## src/rtl/uart_move_tx.sv

```systemverilog
// Serializes a 3-byte move packet (header 0xA5, {msg_type,row,col}, checksum)
// as back-to-back 8N1 UART frames; all outputs are registered.
module uart_move_tx #(
    parameter int CLK_FREQ = 40000000,
    parameter int BAUD     = 9600
) (
    input  logic       clk,
    input  logic       rst,
    input  logic       send,
    input  logic [1:0] msg_type,
    input  logic [2:0] row,
    input  logic [2:0] col,
    output logic       busy,
    output logic       done,
    output logic       tx
);

    localparam int CLKS_PER_BIT = CLK_FREQ / BAUD;
    localparam int CNT_W        = (CLKS_PER_BIT > 1) ? $clog2(CLKS_PER_BIT) : 1;
    localparam logic [CNT_W-1:0] CNT_LAST = CNT_W'(CLKS_PER_BIT - 1);
    localparam logic [7:0] HEADER = 8'hA5;

    typedef enum logic [1:0] {IDLE, START, DATA, STOP} state_t;

    state_t           state, state_d;
    logic [1:0]       byte_idx, byte_idx_d;
    logic [2:0]       bit_idx, bit_idx_d;
    logic [CNT_W-1:0] baud_cnt, baud_cnt_d;
    logic [1:0]       type_q;
    logic [2:0]       row_q, col_q;
    logic             tx_d, busy_d, done_d;
    logic             accept, bit_end;

    assign accept  = (state == IDLE) && send;
    assign bit_end = (baud_cnt == CNT_LAST);

    // NOTE: state and outputs use non-blocking assignments so every register
    // samples pre-edge values; the reset lives inside the clocked block.
    always_ff @(posedge clk) begin
        if (rst) begin
            state    <= IDLE;
            byte_idx <= '0;
            bit_idx  <= '0;
            baud_cnt <= '0;
            type_q   <= '0;
            row_q    <= '0;
            col_q    <= '0;
            tx       <= 1'b1;
            busy     <= 1'b0;
            done     <= 1'b0;
        end else begin
            state    <= state_d;
            byte_idx <= byte_idx_d;
            bit_idx  <= bit_idx_d;
            baud_cnt <= baud_cnt_d;
            tx       <= tx_d;
            busy     <= busy_d;
            done     <= done_d;
            if (accept) begin
                type_q <= msg_type;
                row_q  <= row;
                col_q  <= col;
            end
        end
    end

    // NOTE: every comb output gets a default first so no latch is inferred.
    always_comb begin
        state_d    = state;
        byte_idx_d = byte_idx;
        bit_idx_d  = bit_idx;
        baud_cnt_d = (state == IDLE || bit_end) ? '0 : baud_cnt + 1'b1;
        case (state)
            IDLE: begin
                if (send) begin
                    state_d    = START;
                    byte_idx_d = '0;
                    bit_idx_d  = '0;
                end
            end
            START: begin
                if (bit_end) begin
                    state_d   = DATA;
                    bit_idx_d = '0;
                end
            end
            DATA: begin
                if (bit_end) begin
                    if (bit_idx == 3'd7) state_d = STOP;
                    else                 bit_idx_d = bit_idx + 3'd1;
                end
            end
            STOP: begin
                if (bit_end) begin
                    if (byte_idx == 2'd2) begin
                        state_d    = IDLE;
                        byte_idx_d = '0;
                    end else begin
                        state_d    = START;
                        byte_idx_d = byte_idx + 2'd1;
                    end
                end
            end
            default: state_d = IDLE;
        endcase
    end

    // Outputs are computed from the next state so they register in step with it.
    always_comb begin
        logic [7:0] payload;
        logic [7:0] cur_byte;
        payload = {type_q, row_q, col_q};
        case (byte_idx_d)
            2'd0:    cur_byte = HEADER;
            2'd1:    cur_byte = payload;
            default: cur_byte = HEADER ^ payload;
        endcase
        tx_d   = 1'b1;
        busy_d = (state_d != IDLE);
        done_d = (state == STOP) && (byte_idx == 2'd2) && bit_end;
        case (state_d)
            START:   tx_d = 1'b0;
            DATA:    tx_d = cur_byte[bit_idx_d];
            default: tx_d = 1'b1;
        endcase
    end

endmodule

```

## config.mk

```make
export PLATFORM = sky130hd
export DESIGN_NAME = uart_move_tx
export DESIGN_NICKNAME = d
export VERILOG_FILES = /design/src/rtl/uart_move_tx.sv
export SDC_FILE = /design/constraint.sdc
export NUM_CORES = 1
export LEC_CHECK = 0
export CORE_ASPECT_RATIO = 0.5
export CORE_MARGIN = 2
export CORE_UTILIZATION = 50
export CTS_BUF_LIST = sky130_fd_sc_hd__clkbuf_8
export CTS_CLUSTER_SIZE = 20
export DETAILED_ROUTE_END_ITERATION = 10
export HOLD_SLACK_MARGIN = 0.05
export PLACE_DENSITY_LB_ADDON = 0.25
export SLEW_MARGIN = 0
export SYNTH_ARGS = -nofsm -noshare
export SYNTH_HDL_FRONTEND = slang
export SYNTH_SLANG_ARGS = --single-unit
```

## constraint.sdc

```tcl
create_clock -name clk -period 7.3 [get_ports clk]
set_clock_uncertainty 0.15 [all_clocks]
set_input_delay 1.825 -clock clk [delete_from_list [all_inputs] [get_ports clk]]
set_output_delay 1.825 -clock clk [all_outputs]
set_load 0.05 [all_outputs]
```

==> results of run 1 <==
## registers in the layout (all words and copies together) (netlist names)
name and flops:
type_q 2, bit_idx 3, state 2, busy 1, byte_idx 2, row_q 3, col_q 3, done 1
tx 1, baud_cnt 13
## where the power goes
part           internal (mW)  switching [mW]  leakage (nW)
Sequential             0.174         0.00285         0.252
Combinational         0.0147          0.0200         0.365
Clock                  0.135          0.0669        0.0695
Total                  0.323          0.0898         0.686
## synthesized netlist by cell type (2+ instances only)
library cell	n
o21ai_0	4
nor3_1	3
nor4_1	2
xnor2_1	4
buf_2	2
o21a_1	2
a211oi_2	2
a21oi_1	12
xor2_1	7
o31a_1	2
o21ai_1	3
dfxtp_1	31
nor2b_1	4
nor2_1	31
mux2i_1	5
a211oi_1	2
ha_1	7
a31oi_1	2
nand3_1	15
a211o_1	2
inv_1	7
nand2b_1	2
clkbuf_1	4
and4bb_1	2
or3_1	3
and3_1	3
nand2_1	28
o211ai_1	2
## per-stage QoR
step	cell area, um^2	std cells	hold WS (ps)
2_1_floorplan	1658	205	282.9
3_3_place_gp	1809	251	299.4
3_5_place_dp	1809	251	303.4
4_1_cts	1942	259	314.8
5_1_grt	1942	259	321.3
6_report	1942	259	314.4
## routing by layer
| metal | up-vias | part of all wire |
|---|---|---|
| li1 | 742 | - |
| met1 | 651 | 0.49 |
| met2 | 42 | 0.44 |
| met3 | 8 | 0.060 |
| met4 | 0 | 0.014 |
| met5 | - | 0 |
## placed cells by master (no fill, tap or decap), drive strengths merged, types with 2 or more instances in the layout
cell / count
clkbuf: 5
and4bb: 2
dfxtp: 31
o21a: 2
xor2: 7
nor3: 3
a211oi: 4
nor2: 31
a21oi: 12
xnor2: 4
nand2: 28
a211o: 2
nor2b: 4
or3: 3
ha: 7
nor4: 3
a31oi: 2
and3: 3
nand3: 15
mux2i: 5
nand2b: 2
clkdlybuf4s50: 13
o21ai: 7
inv: 8
o31a: 2
o211ai: 2
bufinv: 2
## cell families (layout without fill, tap and decap cells)
kind of cell | count (synthesis) | after routing | synth area share
buffers and inverters | 14 | 28 | 0.03321
xor gates and xnor gates | 11 | 11 | 0.05811
AOI/OAI and AO/OA | 39 | 39 | 0.1638
DFF | 31 | 31 | 0.3743
adders and majority gates | 7 | 7 | 0.05283
muxes | 5 | 5 | 0.03019
and+or+nand+nor | 98 | 98 | 0.2875
## area by class of cell
class	instances	area, um^2	area share
Multi-Input combinational cell	160	982.2	0.5058
Sequential cell	31	620.6	0.3196
Timing Repair Buffer	13	130.1	0.06701
Clock buffer	5	68.82	0.03544
Clock inverter	3	63.81	0.03286
Tap cell	40	50.05	0.02577
Inverter	7	26.28	0.01353
## final timing paths
path / start / endpoint / slack, ps / cells after the start
worst max-delay path: send / tx$_SDFF_PP1_ / 3670 / 8
worst max register to register: baud_cnt[0]$_SDFF_PP0_ / tx$_SDFF_PP1_ / 4520 / 8
worst min-delay path: row_q[2]$_SDFFE_PP0P_ / row_q[2]$_SDFFE_PP0P_ / 310 / 2
worst min register to register: row_q[2]$_SDFFE_PP0P_ / row_q[2]$_SDFFE_PP0P_ / 310 / 2
## worst max-delay path, cell delays in order
cell	delay [ps]
clkdlybuf4s50_1	510
nor2b_1	90
o41a_1	330
o21ai_1	180
nand2_1	160
mux2i_1	140
o31a_1	240
a211oi_2	200
==> impl_metrics.csv, run 1 <==
group,metric,value,unit
setup_path,critical_path.max_fanout,4,
clock_tree,tritoncts,"built",
floorplan,io_pins,14,
setup_path,end_kind,"register",
power_and_ir_drop,leakage,0.6862,nW
floorplan,die_area,0.003820,mm^2
timing,hold_viol_final,0,
setup_path,crit_type,"primary input to register",
floorplan,dieHeight,44.72,um
routing,avgRoutedWirePerCell,13.79,um
power_and_ir_drop,ir_drop,141.2,uV
routing,routed_via_density,5.571,
clock_tree,cts.htree.levels,2,
timing,rsz0062_at_grt,"no",
routing,drc,0,
layout,final_util,0.6299,
routing,routed_wl,3.571,mm
setup_path,cp-start-kind,"primary input",
timing,worst_slack,3667,ps
routing,postRouteAntennaNets,0,
flow_run,maxCapViolations,0,
layout,fillerInstances,284,
global_routing,grt_use_met2,0.3281,
global_routing,grt_pass1_wl,6.016,mm
clock_tree,clockRootBuffer,"clkbuf_8",
timing,finalSetupViolCount,0,
layout,drive_above_1_share,0.04566,
layout,antenna_cells,0,
routing,drt_iter0_markers,154,
timing,worstMarginPinSlew,750.4,ps
clock_tree,cts.sinks,31,
yosys,syn_area_per_cell,8.087,um^2
layout,nets,236,
yosys,ys_warn_count,0,
clock_tree,post-cts-setup-buffer-count,0,
yosys,syn-instance-count,205,
setup_path,worstPathArrival,3690,ps
outcome,status,"completed",
global_routing,grt_pass1_vias,1332,
yosys,synthTopCellsByArea,"dfxtp_1, nor2_1, nand2_1",
clock_tree,cts_buffers,5,
yosys,ys_types,40,
global_routing,grtUsageMet1,0.2653,
yosys,synth.net_count,223,
place,pre_cts_slack,3370,ps
timing,slew_viol_final,0,
timing,fin_tns_setup,0,ps
yosys,synth_largest_area_cell,"dfxtp_1",
clock_tree,hold_buffers,0,
clock_tree,clock_path_buffers,2,
global_routing,overflow,0,
place,portBuffers,13,
yosys,synth-edff-count,0,
floorplan,start_util,0.5377,
yosys,yosysSeqAreaShare,0.3743,
yosys,syn_area,0.001658,mm^2
routing,firstDrtPassIters,4,
routing,vias,1443,
clock_tree,postCtsResizedCells,0,
timing,period_share,0.4976,
place,gp_congestion,0.8598,
yosys,synthFlopType,"dfxtp_1",
setup_path,worst_ep_required_time,7360,ps
yosys,synthArstFlopShare,0,
power_and_ir_drop,powerDensity,212.8,mW/mm^2
global_routing,track_usage,0.2068,
layout,area.growth.synth_to_final,17.13,%
clock_tree,path_clk_slew,60,ps
timing,period_needed,3633,ps
place,post-dp-hpwl,2.510,mm
yosys,synth_seq_cells,31,
global_routing,antenna_found_initial,0,
power_and_ir_drop,totalPowerFinal,413.2,uW
floorplan,core-area,0.003083,mm^2
timing,slew_headroom,0.4982,
hold_path,min_path_type,"register to register",
floorplan,rows,14,
floorplan,dieWidth,85.44,um
global_routing,use_met3,0.06216,
timing,fmax,275.3,MHz
global_routing,grt_max_degree,22,
clock_tree,clk_latency,290,ps
yosys,yosysTopAreaCellShare,0.3743,
global_routing,grt.busiest_layer,"met2",
(Power assumes the default switching activity.)
==> inputs of run 2 (changes only) <==
- clock period: 7.3 -> 3.7 ns (I/O delays scaled with it)
==> run 2 against run 1 <==
Compared with the run above:
- non-clock buffer count rose by 1
- critical path depth is the same
- clock power up 27%
- routed wire length shrank 0.84%
- register-to-register slack got worse by 3600 ps
- total power up 63%
- worst hold slack barely moved
- design area down 2.1%
- cell count increased by 0.39%
- combinational power up 100%
- setup slack got worse by 2800 ps
- sequential share of layout area is 0.67 points higher
==> impl_metrics.csv, run 2 (synthesis results as in run 1) <==
group,metric,value,unit
global_routing,track_usage,0.2081,
setup_path,ff2ff_setup_slack,890,ps
power_and_ir_drop,powerDensity,354.7,mW/mm^2
setup_path,end_kind,"register",
floorplan,die_area,0.003820,mm^2
power_and_ir_drop,ir_drop,207.5,uV
power_and_ir_drop,leakage,0.6668,nW
routing,routed_wl,3.541,mm
hold_path,worst_hold_path.endpoint,"col_q[2]$_SDFFE_PP0P_",
layout,fillerInstances,275,
setup_path,cp_top_family,"simple AND/OR/NAND/NOR gates",
place,portBuffers,13,
floorplan,core-area,0.003083,mm^2
power_and_ir_drop,switching_share,0.2573,
layout,drive_above_1_share,0.05000,
floorplan,dieWidth,85.44,um
clock_tree,clockRootBuffer,"clkbuf_8",
timing,slew_viol_final,0,
hold_path,min_from,"col_q[2]$_SDFFE_PP0P_",
routing,firstDrtPassIters,4,
outcome,status,"completed",
layout,nets,237,
timing,worstMarginPinSlew,549.8,ps
timing,hold_viol_final,0,
setup_path,cp_num_buf_inv,0,
layout,antenna_cells,0,
power_and_ir_drop,p_switching,173.6,uW
routing,avgRoutedWirePerCell,13.62,um
setup_path,crit_slowest_cell,"or4b_1",
layout,regMostFlops,"baud_cnt",
floorplan,io_pins,14,
timing,period_share,0.7594,
clock_tree,cts.htree.levels,2,
layout,area.growth.synth_to_final,14.72,%
power_and_ir_drop,p_comb_frac,0.104,
setup_path,worstReg2RegStart,"baud_cnt[0]$_SDFF_PP0_",
clock_tree,cts.sinks,31,
power_and_ir_drop,clockPowerShare,0.379,
timing,fmax,355.9,MHz
routing,routed_via_density,5.631,
clock_tree,path_clk_slew,70,ps
power_and_ir_drop,p_int,501.0,uW
floorplan,rows,14,
setup_path,worst_ep_required_time,3710,ps
clock_tree,cts_buffers,5,
setup_path,critical_path.max_stage_delay,520,ps
global_routing,grt_pass1_wl,6.106,mm
setup_path,worstPathArrival,2820,ps
place,post-dp-hpwl,2.544,mm
timing,rsz0062_at_grt,"no",
setup_path,critical_path.max_fanout,11,
floorplan,dieHeight,44.72,um
global_routing,overflow,0,
clock_tree,clock_path_buffers,2,
hold_path,min_path_type,"register to register",
power_and_ir_drop,totalPowerFinal,674.6,uW
hold_path,whs_path_depth,2,
timing,fin_tns_setup,0,ps
setup_path,cp-start-kind,"register",
clock_tree,postCtsResizedCells,0,
global_routing,antenna_found_initial,0,
clock_tree,post-cts-setup-buffer-count,0,
clock_tree,tritoncts,"built",
setup_path,r2r_cells,8,
routing,postRouteAntennaNets,0,
timing,finalSetupViolCount,0,
power_and_ir_drop,power_frac_seq,0.517,
routing,drt_iter0_markers,145,
setup_path,worstPathCellList,"ha_1, and4bb_1, and3_1, a31oi_1, a211o_1, or4b_1, a211oi_2, a211oi_2",
global_routing,grt_max_degree,16,
timing,period_needed,2810,ps
setup_path,crit_type,"register to register",
routing,drc,0,
global_routing,grt_pass1_vias,1393,
setup_path,r2r-end,"tx$_SDFF_PP1_",
clock_tree,hold_buffers,0,
place,pre_cts_slack,667.8,ps
setup_path,crit_top_cell,"a211oi_2",
flow_run,maxCapViolations,0,
clock_tree,clk_latency,290,ps
layout,final_util,0.6169,
place,gp_congestion,0.8421,
layout,final_cell_mix,"nor2_1, dfxtp_1, nand2_1",
routing,vias,1464,
timing,worst_slack,890.1,ps
floorplan,start_util,0.5377,
layout,largest_reg_flops,13,
timing,slew_headroom,0.6323,
run 2: cell types whose count changed in the layout (fill, tap and decap cells not counted):
cell	previous run	this run
bufinv_16	2	0
buf_4	0	1
clkinv_2	0	1
clkinvlp_4	0	1
run 2: through the flow:
step | hold slack (ps) | area [um^2] | std cells
floorplan | 282.9 | 1658 | 205
global placement | 299.5 | 1817 | 252
detailed placement | 303.6 | 1817 | 252
CTS | 316.1 | 1902 | 260
global route | 330.2 | 1902 | 260
finish | 314.5 | 1902 | 260
run 2: metal layers:
metal / GRT usage / vias to the layer above / part of all wire
li1: - / 750 / -
met1: 0.2648 / 664 / 0.48
met2: 0.3453 / 45 / 0.43
met3: 0.06399 / 5 / 0.076
met4: 0.07302 / 0 / 0.012
met5: 0 / - / 0
run 2: cell type report:
class	count	area [um^2]	area share
Multi-Input combinational cell	160	982.2	0.5164
Tap cell	40	50.05	0.02632
Clock buffer	5	68.82	0.03618
Clock inverter	3	16.27	0.008553
Sequential cell	31	620.6	0.3263
Inverter	7	26.28	0.01382
Timing Repair Buffer	14	137.6	0.07237
run 2: tightest hold or removal path, cell delays in order (launching register included):
cell     delay, ps
dfxtp_1        310
nand2_1         50
a21oi_1         50
run 2: worst max path at each step:
stage | from | end | slack [ps] | cells past startpoint
after global routing | baud_cnt[0]$_SDFF_PP0_ | tx$_SDFF_PP1_ | 690 | 8
after floorplan | state[0]$_SDFF_PP0_ | tx$_SDFF_PP1_ | 1140 | 10
final | baud_cnt[0]$_SDFF_PP0_ | tx$_SDFF_PP1_ | 890 | 8
after global placement | send | tx$_SDFF_PP1_ | 740 | 8
after CTS | baud_cnt[0]$_SDFF_PP0_ | tx$_SDFF_PP1_ | 890 | 8
after detailed placement | send | tx$_SDFF_PP1_ | 670 | 8
run 2: power by group through the flow:
stage,registers [mW],logic [mW],clock network [mW]
floorplan,0.361,0.0386,0
global placement,0.356,0.0682,0
detailed placement,0.356,0.0696,0
CTS,0.348,0.0702,0.261
global route,0.350,0.0773,0.272
finish,0.349,0.0704,0.256
